===== config.mk =====
export PLATFORM = sky130hd
export DESIGN_NAME = pc_pipe
export DESIGN_NICKNAME = d
export VERILOG_FILES = /design/src/rtl/pc_pipe_pkg.sv /design/src/rtl/pc_pipe_stage.sv /design/src/rtl/pc_pipe.sv
export SDC_FILE = /design/constraint.sdc
export NUM_CORES = 1
export LEC_CHECK = 0
export ABC_AREA = 1
export CORE_MARGIN = 10
export CORE_UTILIZATION = 30
export DETAILED_ROUTE_END_ITERATION = 6
export GPL_ROUTABILITY_DRIVEN = 0
export PLACE_DENSITY = 0.56
export SLEW_MARGIN = 20
export SYNTH_ARGS = -nofsm -noshare
export SYNTH_HDL_FRONTEND = slang
export SYNTH_SLANG_ARGS = --single-unit

===== constraint.sdc =====
create_clock -name clk -period 4.6 [get_ports clk]
set_clock_uncertainty 0.05 [all_clocks]
set_input_delay 0.92 -clock clk [delete_from_list [all_inputs] [get_ports clk]]
set_output_delay 0.92 -clock clk [all_outputs]
set_load 0.01 [all_outputs]

===== src/rtl/pc_pipe_pkg.sv =====
// pc_pipe_pkg: shared CPU address width, vectors and stage index constants
package pc_pipe_pkg;
  localparam int CPU_ADDR_WIDTH = 32;
  localparam logic [CPU_ADDR_WIDTH-1:0] DEF_RESET_VEC = 32'h0000_0000;
  localparam logic [CPU_ADDR_WIDTH-1:0] DEF_EXC_VEC = 32'h0000_0080;
  typedef enum logic [2:0] {
    STG_FETCH  = 3'd0,
    STG_DECODE = 3'd1,
    STG_EXEC   = 3'd2,
    STG_MEM    = 3'd3,
    STG_WB     = 3'd4
  } stg_e;
endpackage


===== src/rtl/pc_pipe_stage.sv =====
// pc_pipe_stage: one PC shadow register (pc, valid, bd when PC_PIPE_BD_TRACK_EN) with load/kill
module pc_pipe_stage #(
  parameter int ADDR_W = 32
) (
  input  logic              clk,
  input  logic              nrst,
  input  logic              load,
  input  logic              kill,
  input  logic [ADDR_W-1:0] d_pc,
  input  logic              d_valid,
`ifdef PC_PIPE_BD_TRACK_EN
  input  logic              d_bd,
  output logic              bd,
`endif
  output logic [ADDR_W-1:0] pc,
  output logic              valid
);
  always_ff @(posedge clk or negedge nrst)
    if (!nrst) begin
      pc <= '0;
      valid <= 1'b0;
    end else if (kill) begin
      valid <= 1'b0;
    end else if (load) begin
      pc <= d_pc;
      valid <= d_valid;
    end
`ifdef PC_PIPE_BD_TRACK_EN
  always_ff @(posedge clk or negedge nrst)
    if (!nrst) bd <= 1'b0;
    else if (load && !kill) bd <= d_bd;
`endif
endmodule


===== src/rtl/pc_pipe.sv =====
// pc_pipe: PC generator and shadow pipeline with exception capture; PC_PIPE_BD_TRACK_EN adds delay-slot tracking
module pc_pipe
  import pc_pipe_pkg::*;
#(
  parameter int              ADDR_W    = CPU_ADDR_WIDTH,
  parameter int              STAGES    = 5,
  parameter logic [ADDR_W-1:0] RESET_VEC = DEF_RESET_VEC,
  parameter logic [ADDR_W-1:0] EXC_VEC   = DEF_EXC_VEC,
  parameter int              STG_W     = 3
) (
  input  logic                     clk,
  input  logic                     nrst,
  input  logic                     i_stall,
  input  logic                     i_j_valid,
  input  logic [ADDR_W-1:0]        i_j_addr,
  input  logic                     i_exc,
  input  logic [STG_W-1:0]         i_exc_stg,
  output logic [ADDR_W-1:0]        o_pc_next,
  output logic [STAGES*ADDR_W-1:0] o_pc,
  output logic [STAGES-1:0]        o_valid,
  output logic [ADDR_W-1:0]        o_epc,
  output logic                     o_bd,
  output logic                     o_exc_taken
);
  localparam int NS = 2**STG_W;
  logic [ADDR_W-1:0] pc_c [STAGES+1];
  logic [STAGES:0]   v_c;
  logic [ADDR_W-1:0] pc_x [NS];
  logic [NS-1:0]     v_x;
  logic              acc;
`ifdef PC_PIPE_BD_TRACK_EN
  logic [STAGES:0]   bd_c;
  logic [NS-1:0]     bd_x;
  assign bd_c[0] = i_j_valid;
`endif
  assign pc_c[0] = o_pc_next;
  assign v_c[0] = 1'b1;
  assign o_valid = v_c[STAGES:1];
  // out-of-range stage indices read as invalid, so they are ignored without a separate bound check
  assign v_x = NS'(v_c[STAGES:1]);
  assign acc = i_exc & v_x[i_exc_stg];
  genvar k;
  for (k = 0; k < NS; k++) begin : g_x
    if (k < STAGES) begin : g_s
      pc_pipe_stage #(.ADDR_W(ADDR_W)) u_stage (
        .clk     (clk),
        .nrst    (nrst),
        .load    (!i_stall),
        .kill    (acc && i_exc_stg >= STG_W'(k)),
        .d_pc    (pc_c[k]),
        .d_valid (v_c[k]),
`ifdef PC_PIPE_BD_TRACK_EN
        .d_bd    (bd_c[k]),
        .bd      (bd_c[k+1]),
`endif
        .pc      (pc_c[k+1]),
        .valid   (v_c[k+1])
      );
      assign pc_x[k] = pc_c[k+1];
      assign o_pc[k*ADDR_W +: ADDR_W] = pc_c[k+1];
`ifdef PC_PIPE_BD_TRACK_EN
      assign bd_x[k] = bd_c[k+1];
`endif
    end else begin : g_pad
      assign pc_x[k] = '0;
`ifdef PC_PIPE_BD_TRACK_EN
      assign bd_x[k] = 1'b0;
`endif
    end
  end
  always_ff @(posedge clk or negedge nrst)
    if (!nrst) begin
      o_pc_next <= RESET_VEC;
      o_epc <= '0;
      o_exc_taken <= 1'b0;
    end else begin
      o_pc_next <= acc ? EXC_VEC : i_stall ? o_pc_next : i_j_valid ? i_j_addr : o_pc_next + ADDR_W'(4);
      o_exc_taken <= acc;
`ifdef PC_PIPE_BD_TRACK_EN
      if (acc) o_epc <= bd_x[i_exc_stg] ? pc_x[i_exc_stg] - ADDR_W'(4) : pc_x[i_exc_stg];
`else
      if (acc) o_epc <= pc_x[i_exc_stg];
`endif
    end
`ifdef PC_PIPE_BD_TRACK_EN
  always_ff @(posedge clk or negedge nrst)
    if (!nrst) o_bd <= 1'b0;
    else if (acc) o_bd <= bd_x[i_exc_stg];
`else
  assign o_bd = 1'b0;
`endif
endmodule


* Word-level counts from Yosys, hierarchy flattened
Index checks and enable logic that the tools add are counted.
W data, S select, Z words.
** Operators by class
- $lt $le $gt $ge :: 7
- Mux-type cells :: 18
- $add $sub $neg :: 1
- Reductions and logical operators :: 10
- Bitwise gates (word level) :: 8
- Equal/unequal tests :: 6
** Operators with widths (number)
- $mux W32 :: 5
- $bmux W32 S3 :: 1
- $add A32 B3 Y32 const B :: 1
- $ne A2 B1 Y1 const B :: 6
- $mux W1 :: 11
- $reduce_and A2 Y1 :: 5
- $ge A3 B1 Y1 const B :: 2
- $ge A3 B2 Y1 const B :: 2
- $not A1 Y1 :: 6
- $logic_and A1 B1 Y1 :: 5
- $ge A4 B4 Y1 const B :: 1
- $lt A3 B4 Y1 const B :: 1
- $not A3 Y4 :: 1
- $bmux W1 S3 :: 1
- $ge A3 B3 Y1 const B :: 1
- $and A1 B1 Y1 :: 1
** Word-level totals
- Flip-flop bits (word level) :: 230
- Output and inout port bits :: 231
- Logic and storage cells :: 63

* Depth between registers and ports, before layout
Gate-level depths: netlist of run 1.
- Depth after elaboration :: 6
- Gate-level depth with buffers :: 10
- Mapped depth without buffers :: 10

* Hierarchy
From an unflattened synthesis of run 1, not the netlist that was laid out.
** Unflattened totals
- Cells, all modules :: 1522
- Area, all modules :: 11606.1 um^2
** Modules (own cells, without submodules)
- pc_pipe_stage :: cells an instance 145, instances 5, area an instance 1347.5 um^2
- pc_pipe :: cells an instance 797, instances 1, area an instance 4868.4 um^2

* Worst setup path after synthesis of run 1
OpenSTA, ideal clock, no wires.
- Path type :: input port to flip-flop
- Start point :: input port i_exc_stg[2]
- End point :: register g_x[1].g_s.u_stage.pc[6]
- Data arrival time :: 1.981 ns
- Library setup time :: 0.117 ns
- Stages :: 9
- Required time :: 4.433 ns
- Path slack :: 2.452 ns
- Buffers on the path :: 3
- Cell sequence :: buf_4 > nor2_2 > nand3_1 > nand3_2 > nand3_2 > buf_2 > buf_2 > nand3_1 > nand2_1
** Between the ends
- Word-level cells in the longest chain between the ends :: 6
** Ends and longest elaborated chain
- start: declaration :: line pc_pipe.sv:17 : input logic [STG_W-1:0] i_exc_stg,
- $bmux W1 S3 :: line pc_pipe.sv:41 : assign acc = i_exc & v_x[i_exc_stg];
- $mux W1 (not written as such) :: line pc_pipe.sv:41
- $and A1 B1 Y1 :: line pc_pipe.sv:41
- $logic_and A1 B1 Y1 (*) :: line pc_pipe.sv:49 : .kill (acc && i_exc_stg >= STG_W'(k)),
- $not A1 Y1 (no source line) (*)
- $reduce_and A2 Y1 (no source line) (*)
- end signal: assignment :: line pc_pipe_stage.sv:25 : pc <= d_pc;
- end: declaration :: line pc_pipe_stage.sv:15 : output logic [ADDR_W-1:0] pc,
Mark *: on every way between the ends. The rest lies on a longest branch, timed or not. The select of a mux whose other input is x is not followed.
A chain may end at the register's enable or synchronous reset.

* Final worst setup path of run 1
- Start point :: input port i_exc_stg[0]
- End point :: register o_pc_next[5]
** Between the ends
- Word-level cells in the longest chain between the ends :: 4
** Ends and longest elaborated chain
- $bmux W1 S3 (*) :: line pc_pipe.sv:41
- $mux W1 (not written as such) (*) :: line pc_pipe.sv:41
- $and A1 B1 Y1 (*) :: line pc_pipe.sv:41
- $ne A2 B1 Y1 (no source line) / $mux W32 (equally long branches)
- end signal: assignment :: line pc_pipe.sv:77 : o_pc_next <= acc ? EXC_VEC : i_stall ? o_pc_next : i_j_valid ? i_j_addr : o_pc_next + ADDR_W'(4);
- end: declaration :: line pc_pipe.sv:18 : output logic [ADDR_W-1:0] o_pc_next,
Marked as above.

==> reports/results.ini, run 1 <==
[status]
status = finished clean

[grt]
grt_usage_pct = 18.46
antenna_found_initial = 1
globalRouteOverflowTotal = 0
grt_pass1_vias = 10440
grt_pass1_wl_um = 67260
grt_start_max_net_pins = 114

[sta]
rsz0062_at_grt = false
fin_crit_ns = 3.032
tightest_slew_ns = 0.9403
max_freq_mhz = 329.9
setup-tns-final_ns = 0
hold_violations = 0
slew_violations = 0
setup_slack_ns = 1.568
setup_viol = 0
relSlewSlack_pct = 37.31
fin_crit_sh_pct = 65.90

[clock_network]
hold_buffers = 0
cts_buffer_depth = 3
insertion_delay_ns = 0.53
root_buffer = clkbuf_16
htreeDepth = 1
clkSlewWorstSetupHoldPaths_ns = 0.06
cts_tree = done
cts_buffers = 27
cts_resized = 0
cts_sinks = 230
cts_setup_buffers = 0

[power]
cellPowerDensity_nw_per_um2 = 477.1
vdd_ir_drop_max_mv = 0.2389
leakagePower_nw = 6.998

[min_path]
hold_path_class = input port to async pin

[synthesis]
yosysTopAreaCell = dfrtp_1
synth-seq-cells = 230
synthArstFlopShare_pct = 100.0
synth-edff-count = 0
syn_inst = 1486
synth_commonest_cells = 535 x nand2_1, 230 x dfrtp_1, 136 x nand3_1
ys_seq_area_share_pct = 50.92
post-synth-top-count-cell = nand2_1
synth_warnings = 0
synth_area_leaders = dfrtp_1 51%, nand2_1 18%, nand3_1 6.0%
synth.cell_area_um2 = 11300
syn_avg_cell_area_um2 = 7.606
syn-num-nets = 1527
ys.flop_type = dfrtp_1
synth_cell_types = 29
synth_top_area_share_pct = 50.92

[critical_path]
cp.required_ns = 4.96
path_max_fanout = 64
end_kind = flop
crit_chain = buf_4 -> inv_2 -> nand2_1 -> nand3_1 -> nand3_2 -> nand2_4 -> nand2_4 -> inv_2 -> nand2_1 -> o21ai_0
crit_cells = 10
crit_type = input port to flop
start_kind = input port
cp_top_family = simple AND/OR/NAND/NOR gates
critPathMaxStageDelay_ns = 0.64
critPathArrivalTime_ns = 3.39
reg2reg_depth = 9
cp_num_buf_inv = 3
critPathSlowestCell = nand2_4

[floorplanning]
die_w_um = 214.1
num_io_pins = 271
core_area_um2 = 37400
die_area_um2 = 45840
start_util_pct = 30.22
num_rows = 71
die_h_um = 214.1

[finish]
fillers = 3783
syn_to_final_growth_pct = 34.79
fin_nets = 1753
n_antenna_cell = 0
final_util_pct = 40.73
drive_gt1_share_pct = 4.858

[drt]
dr.pass1.iters = 5
drc_errors = 0
wl_um = 43510
wl_per_cell_um = 19.42
drt_iter0_markers = 934
ant_nets = 0
post_drt_via_cell_ratio = 4.813
num_vias = 10780

[place]
port_buffers = 269
dp_slack_ns = 1.034
dpl.hpwl_um = 31090

[run]
drv.max_cap_violation_count = 0

state kept, by name (all words and copies together), names as in the netlist:
register and count:
g_x.g_s.u_stage.pc 160, g_x.g_s.u_stage.valid 5, o_epc 32, o_exc_taken 1, o_pc_next 32
per-layer routing:
metal / part of all wire, % / global-route usage (%) / vias to the layer above
li1: - / - / 5256
met3: 7.1 / 3.836 / 41
met5: 0 / 0 / -
met1: 45 / 24.97 / 5083
met4: 1.4 / 3.356 / 0
met2: 47 / 30.10 / 401
per-stage QoR:
stage / hold WS, ns / std cells / cell area [um^2] / power, mW
floorplan: 0.4590 / 1486 / 11300 / 3.736
global placement: 0.4123 / 2194 / 14340 / 5.124
detailed placement: 0.4223 / 2194 / 14340 / 5.155
CTS: 0.4335 / 2240 / 15230 / 7.357
global route: 0.4547 / 2240 / 15230 / 7.680
finish: 0.4099 / 2240 / 15230 / 7.268
placed cells by master (no fill, tap or decap), types with 2 or more instances in the layout:
cell,synthesis,final
nand2_1,535,535
clkdlybuf4s50_1,0,266
dfrtp_1,230,230
nand3_1,136,136
inv_1,111,111
o21ai_0,104,104
nor2_1,94,94
o21ai_1,50,50
a21oi_1,40,40
nand4_1,36,36
o211ai_1,33,33
clkbuf_16,0,27
buf_4,17,18
clkbuf_8,0,9
inv_2,6,6
nand2_2,4,4
clkinv_2,0,4
nand3_2,3,3
clkbuf_1,35,3
nand2_4,2,2
or2_2,2,2
bufinv_16,0,2
buf_12,0,2
power breakdown:
group	switching [mW]	internal (mW)	total, mW
registers	0.531	2.46	2.99
logic	1.06	1.04	2.10
clock network	0.854	1.32	2.17
layout make-up:
class                      count  area (um^2)  area share [%]
sequential                   230         5756           37.78
multi-input combinational   1047         4641           30.46
timing repair buffer         288         2858           18.76
clock buffer                  39        810.8           5.322
tap                          511        639.4           4.197
inverter                     118        442.9           2.907
clock inverter                 7        87.58          0.5749
worst register-to-register path, stage by stage (launching register included):
cell     delay [ns]
dfrtp_1        0.41
inv_1          0.13
nand2_1        0.07
nand3_1        0.09
nand3_2        0.16
nand2_4        0.45
nand2_4        0.51
inv_2          0.43
nand2_1        0.11
o21ai_0        0.09
worst paths after layout:
check	slack [ns]	from	end
worst max-delay path	1.57	i_exc_stg[0]	o_pc_next[5]
worst min-delay path	0.41	nrst	o_pc_next[0]
min in group clk	0.43	o_epc[2]	o_epc[2]
worst min register to register	0.43	o_epc[2]	o_epc[2]
worst max register to register	2.03	g_x[0].g_s.u_stage.valid	o_pc_next[5]
max in group asynchronous	3.08	nrst	o_pc_next[25]
cells by family after synthesis:
group	share of synthesized area (%)
simple gates	29.86
flops	50.92
compound gates	10.90
buf+inv	8.015
xor+xnor	0.1550
fa+ha+maj	0.1107
other cells	0.03318
No activity file was read; power rests on OpenSTA's default activity.
==> run 2: changes to the inputs <==
- PLACE_DENSITY: 0.56 -> 0.58
- clock period: 4.6 -> 2.5 ns (I/O delays scaled with it)
==> run 2 against run 1 <==
Effect of this change: flip-flop and latch count is the same; register-to-register slack lost 1.5 ns; count of clock-buffer cells in the layout is the same; worst setup slack lost 1.3 ns; routed wire length shrank 0.60%; hold slack gained 0.019 ns; via count grew 0.62%; critical path depth shrank 9; global-route usage is essentially flat; largest power group unchanged; cell area grew 2.2%; first-iteration DRC count shrank 18%; critical path type is now flop to output port; sequential power grew 82%.
==> reports/results.ini, run 2 (same netlist as run 1, synthesis figures left out) <==
[clock_network]
root_buffer = clkbuf_16
cts_tree = done
cts_sinks = 230  ; unchanged
insertion_delay_ns = 0.53  ; about the same
cts_buffer_depth = 3  ; unchanged
cts_buffers = 26  ; -3.7%
clkSlewWorstSetupHoldPaths_ns = 0.06  ; about the same
cts_setup_buffers = 0  ; unchanged
htreeDepth = 1  ; unchanged

[finish]
syn_to_final_growth_pct = 37.76
fillers = 3754  ; -0.77%
fin_nets = 1786  ; +1.9%
drive_gt1_share_pct = 6.360  ; +1.5 points
largest_register_ff_count = 160  ; unchanged
reg_top3 = g_x.g_s.u_stage.pc: 160 flops, o_epc: 32 flops, o_pc_next: 32 flops
layout.cells.non_filler = 2275  ; +1.6%
layout_common_cells = 535 x nand2_1, 266 x clkdlybuf4s50_1, 230 x dfrtp_1, 136 x nand3_1, 111 x inv_1
mostFrequentLayoutCell = nand2_1
regMostFlops = g_x.g_s.u_stage.pc

[critical_path]
reg2reg_depth = 9  ; unchanged
end_kind = output port
crit_chain = clkdlybuf4s50_1
path_max_fanout = 4  ; -94%
critPathSlowestCell = clkdlybuf4s50_1
crit_end = o_pc[17]
critPathArrivalTime_ns = 1.68  ; -1.71 ns
cp.required_ns = 1.95  ; -3.01 ns
crit_type = flop to output port
cp_top_family = buffers and inverters
cp_num_buf_inv = 1  ; -2
start_kind = flop
critPathMaxStageDelay_ns = 0.61  ; -0.03 ns
timing.rr.start = o_pc_next[4]
crit_cells = 1  ; -9
rr_endpoint = o_pc_next[31]
rrSetupSlack_ns = 0.51  ; -1.52 ns
cp-startpoint = g_x[0].g_s.u_stage.pc[17]

[drt]
dr.pass1.iters = 5  ; unchanged
drc_errors = 0  ; unchanged
post_drt_via_cell_ratio = 4.768  ; -0.93%
num_vias = 10850  ; +0.62%
drt_iter0_markers = 765  ; -18%
ant_nets = 0  ; unchanged
wl_um = 43240  ; -0.60%
wl_per_cell_um = 19.01  ; -2.1%

[floorplanning]
die_area_um2 = 45840  ; unchanged
num_rows = 71  ; unchanged
die_w_um = 214.1  ; unchanged
start_util_pct = 30.22  ; unchanged
die_h_um = 214.1  ; unchanged
core_area_um2 = 37400  ; unchanged
num_io_pins = 271  ; unchanged

[status]
status = finished clean

[sta]
tightest_slew_ns = 0.5758  ; -0.3645 ns
relSlewSlack_pct = 61.61  ; +24 points
fin_crit_sh_pct = 89.15
setup_viol = 0  ; unchanged
rsz0062_at_grt = false
hold_violations = 0  ; unchanged
setup-tns-final_ns = 0  ; unchanged
slew_violations = 0  ; unchanged
max_freq_mhz = 448.7
fin_crit_ns = 2.229

[grt]
grt_start_max_net_pins = 64  ; -44%
globalRouteOverflowTotal = 0  ; unchanged
grt_pass1_wl_um = 67350  ; +0.13%
antenna_found_initial = 3  ; +2
grt_usage_pct = 18.42  ; -0.045 points
grt_pass1_vias = 10890  ; +4.2%

[power]
leakagePower_nw = 7.178  ; +2.6%
vdd_ir_drop_max_mv = 0.4884  ; +100%
cellPowerDensity_nw_per_um2 = 850.7  ; +78%

[place]
placed_cells = 2227  ; +1.5%
dpl.hpwl_um = 32190  ; +3.5%
port_buffers = 269  ; unchanged

[run]
drv.max_cap_violation_count = 0  ; unchanged

[min_path]
hold_path_class = flop to flop

[run 2: cell count changes in the layout (fill, tap and decap cells not counted), sizes merged]
cell | previous run | this run
buf | 22 | 55
bufinv | 2 | 1
clkinvlp | 1 | 0
diode | 0 | 3
dlygate4sd3 | 0 | 1
[run 2: timing repair]
action                                  CTS  global route
hold endpoints to repair                 57             0
hold buffers                              1             0
gates resized for setup                   0             0
endpoints found under the setup margin    0             0
[run 2: cell type report]
cell class	instances	area (um^2)	share of cell area, %
antenna	3	7.507	0.04822
clock buffer	39	780.7	5.014
clock inverter	5	50.05	0.3214
inverter	118	442.9	2.845
multi-input combinational	1047	4641	29.81
sequential	230	5756	36.97
tap	511	639.4	4.106
timing repair buffer	322	3253	20.89
[run 2: worst min path at each step]
stage	start	end	slack, ns	cells past startpoint
after floorplan	nrst	g_x[0].g_s.u_stage.pc[0]	0.15	0
after global placement	o_epc[26]	o_epc[26]	0.41	2
after detailed placement	o_epc[9]	o_epc[9]	0.42	2
after CTS	o_epc[27]	o_epc[27]	0.43	2
after global routing	o_epc[5]	o_epc[5]	0.46	2
final	o_epc[5]	o_epc[5]	0.43	2
[run 2: power breakdown]
group	total (mW)	switching, mW	internal [mW]
sequential	5.45	0.927	4.53
clock	3.78	1.54	2.24
combinational	4.01	2.00	2.01
[run 2: metal layers]
metal  share of wire (%)  global-route usage, %  vias to the layer above
met5                   0                      0                        -
met4                 2.4                  5.365                        0
met3                 7.0                  3.992                       56
met2                  46                  29.27                      359
met1                  45                  24.68                     5115
li1                    -                      -                     5318
[run 2: per-stage QoR]
step	cell area, um^2	setup slack, ns	total power [mW]	hold slack, ns	util (%)
after floorplan	11300	0.7719	6.875	0.1544	-
after detailed placement	14720	0.2210	9.579	0.4199	39.36
final	15570	0.2712	13.25	0.4286	41.63
after CTS	15560	0.2480	13.42	0.4339	41.61
after global placement	14720	0.2412	9.522	0.4148	39.36
after global routing	15570	0.2085	14.02	0.4555	41.62
==> run 3: changes to the inputs <==
- SKIP_CTS_REPAIR_TIMING: default -> 1
==> run 3 against run 2 <==
Effect of this change: die area unchanged; clock power about the same; largest power group unchanged; sequential power is essentially flat; critical path depth unchanged; global-route usage unchanged; core utilization stayed put; total power is essentially flat.
==> reports/results.ini, run 3 (same netlist as run 1, synthesis figures left out) <==
[critical_path]
crit_chain = clkdlybuf4s50_1
crit_cells = 1  ; unchanged
critPathSlowestCell = clkdlybuf4s50_1
rrSetupSlack_ns = 0.51  ; about the same
timing.rr.start = o_pc_next[4]
critPathArrivalTime_ns = 1.68  ; about the same
cp.required_ns = 1.95  ; about the same
cp-startpoint = g_x[0].g_s.u_stage.pc[17]
critPathMaxStageDelay_ns = 0.61  ; about the same
cp_num_buf_inv = 1  ; unchanged
path_max_fanout = 4  ; unchanged
cp_top_family = buffers and inverters
reg2reg_depth = 9  ; unchanged
crit_end = o_pc[17]
rr_endpoint = o_pc_next[31]
end_kind = output port
start_kind = flop
crit_type = flop to output port

[clock_network]
cts_buffer_depth = 3  ; unchanged
cts_sinks = 230  ; unchanged
cts_tree = done
insertion_delay_ns = 0.53  ; about the same
clkSlewWorstSetupHoldPaths_ns = 0.06  ; about the same
htreeDepth = 1  ; unchanged
cts_buffers = 26  ; unchanged
root_buffer = clkbuf_16

[status]
status = finished clean

[sta]
setup_viol = 0  ; unchanged
fin_crit_sh_pct = 89.13  ; about the same
fin_crit_ns = 2.228  ; -0.0005170 ns
max_freq_mhz = 448.8  ; about the same
slew_violations = 0  ; unchanged
setup-tns-final_ns = 0  ; unchanged
rsz0062_at_grt = false
relSlewSlack_pct = 61.58  ; about the same
tightest_slew_ns = 0.5762  ; +0.0004596 ns
hold_violations = 0  ; unchanged

[grt]
grt_pass1_vias = 10880  ; -0.073%
grt_start_max_net_pins = 64  ; unchanged
antenna_found_initial = 3  ; unchanged
grt_usage_pct = 18.42  ; unchanged
globalRouteOverflowTotal = 0  ; unchanged
grt_pass1_wl_um = 67340  ; about the same

[drt]
num_vias = 10830  ; -0.13%
post_drt_via_cell_ratio = 4.762  ; -0.13%
drt_iter0_markers = 765  ; unchanged
wl_per_cell_um = 19.00  ; about the same
wl_um = 43230  ; about the same
dr.pass1.iters = 5  ; unchanged
ant_nets = 0  ; unchanged
drc_errors = 0  ; unchanged

[finish]
post-route-cell-area_um2 = 15570  ; unchanged
layout_common_cells = 535 x nand2_1, 266 x clkdlybuf4s50_1, 230 x dfrtp_1, 136 x nand3_1, 111 x inv_1
fillers = 3752  ; -0.053%
largest_register_ff_count = 160  ; unchanged
regMostFlops = g_x.g_s.u_stage.pc
mostFrequentLayoutCell = nand2_1
drive_gt1_share_pct = 6.360  ; unchanged
fin_nets = 1786  ; unchanged
syn_to_final_growth_pct = 37.76  ; unchanged
reg_top3 = g_x.g_s.u_stage.pc: 160 flops, o_epc: 32 flops, o_pc_next: 32 flops

[power]
leakagePower_nw = 7.178  ; unchanged
cellPowerDensity_nw_per_um2 = 850.6  ; about the same
vdd_ir_drop_max_mv = 0.4880  ; about the same
total_power_mw = 13.24  ; about the same

[floorplanning]
die_h_um = 214.1  ; unchanged
core_area_um2 = 37400  ; unchanged
num_rows = 71  ; unchanged
die_area_um2 = 45840  ; unchanged
die_w_um = 214.1  ; unchanged
num_io_pins = 271  ; unchanged
start_util_pct = 30.22  ; unchanged

[min_path]
min_from = o_epc[5]
hold_path_class = flop to flop

[place]
dpl.hpwl_um = 32190  ; unchanged
placed_cell_area_um2 = 14720  ; unchanged
port_buffers = 269  ; unchanged

[run]
drv.max_cap_violation_count = 0  ; unchanged

run 3: cell counts in the layout (fill, tap and decap cells not counted):
Identical to the previous run, type by type.
run 3: power breakdown:
part | switching (mW) | internal (mW)
Clock | 1.54 | 2.24
Combinational | 2.00 | 2.01
Sequential | 0.926 | 4.53
run 3: layout make-up:
cell class,count,area (um^2),area share [%]
Antenna cell,3,7.507,0.04822
Clock buffer,39,780.7,5.014
Clock inverter,5,50.05,0.3214
Inverter,118,442.9,2.845
Multi-Input combinational cell,1047,4641,29.81
Sequential cell,230,5756,36.97
Tap cell,511,639.4,4.106
Timing Repair Buffer,322,3253,20.89
run 3: worst min-delay path, delay by kind of cell, from the launching register on:
family | cells | cell delay (ns)
and+or+nand+nor | 2 | 0.10
DFF | 1 | 0.34
run 3: worst min-delay path by stage:
stage                                          end  slack [ns]  depth (start not counted)
after CTS                 g_x[0].g_s.u_stage.pc[3]       -0.12                          1
after global placement                   o_epc[26]        0.41                          2
after floorplan           g_x[0].g_s.u_stage.pc[0]        0.15                          0
final                                     o_epc[5]        0.43                          2
after global routing                      o_epc[5]        0.46                          2
after detailed placement                  o_epc[9]        0.42                          2
run 3: per-layer routing:
layer | global-route usage (%) | vias up | wire length, um
met2 | 29.27 | 354 | 19690
met1 | 24.68 | 5107 | 19500
met4 | 5.365 | 0 | 1019
met3 | 3.992 | 54 | 3009
met5 | 0 | - | 0
li1 | - | 5319 | -
run 3: through the flow:
step                      instances  utilization (%)  hold WS [ns]  worst slack (ns)
after CTS                      2271            41.58       -0.1181            0.2480
after floorplan                1486                -        0.1544            0.7719
after global routing           2274            41.62        0.4555            0.2085
after detailed placement       2227            39.36        0.4199            0.2210
after global placement         2227            39.36        0.4148            0.2412
final                          2275            41.63        0.4286            0.2717
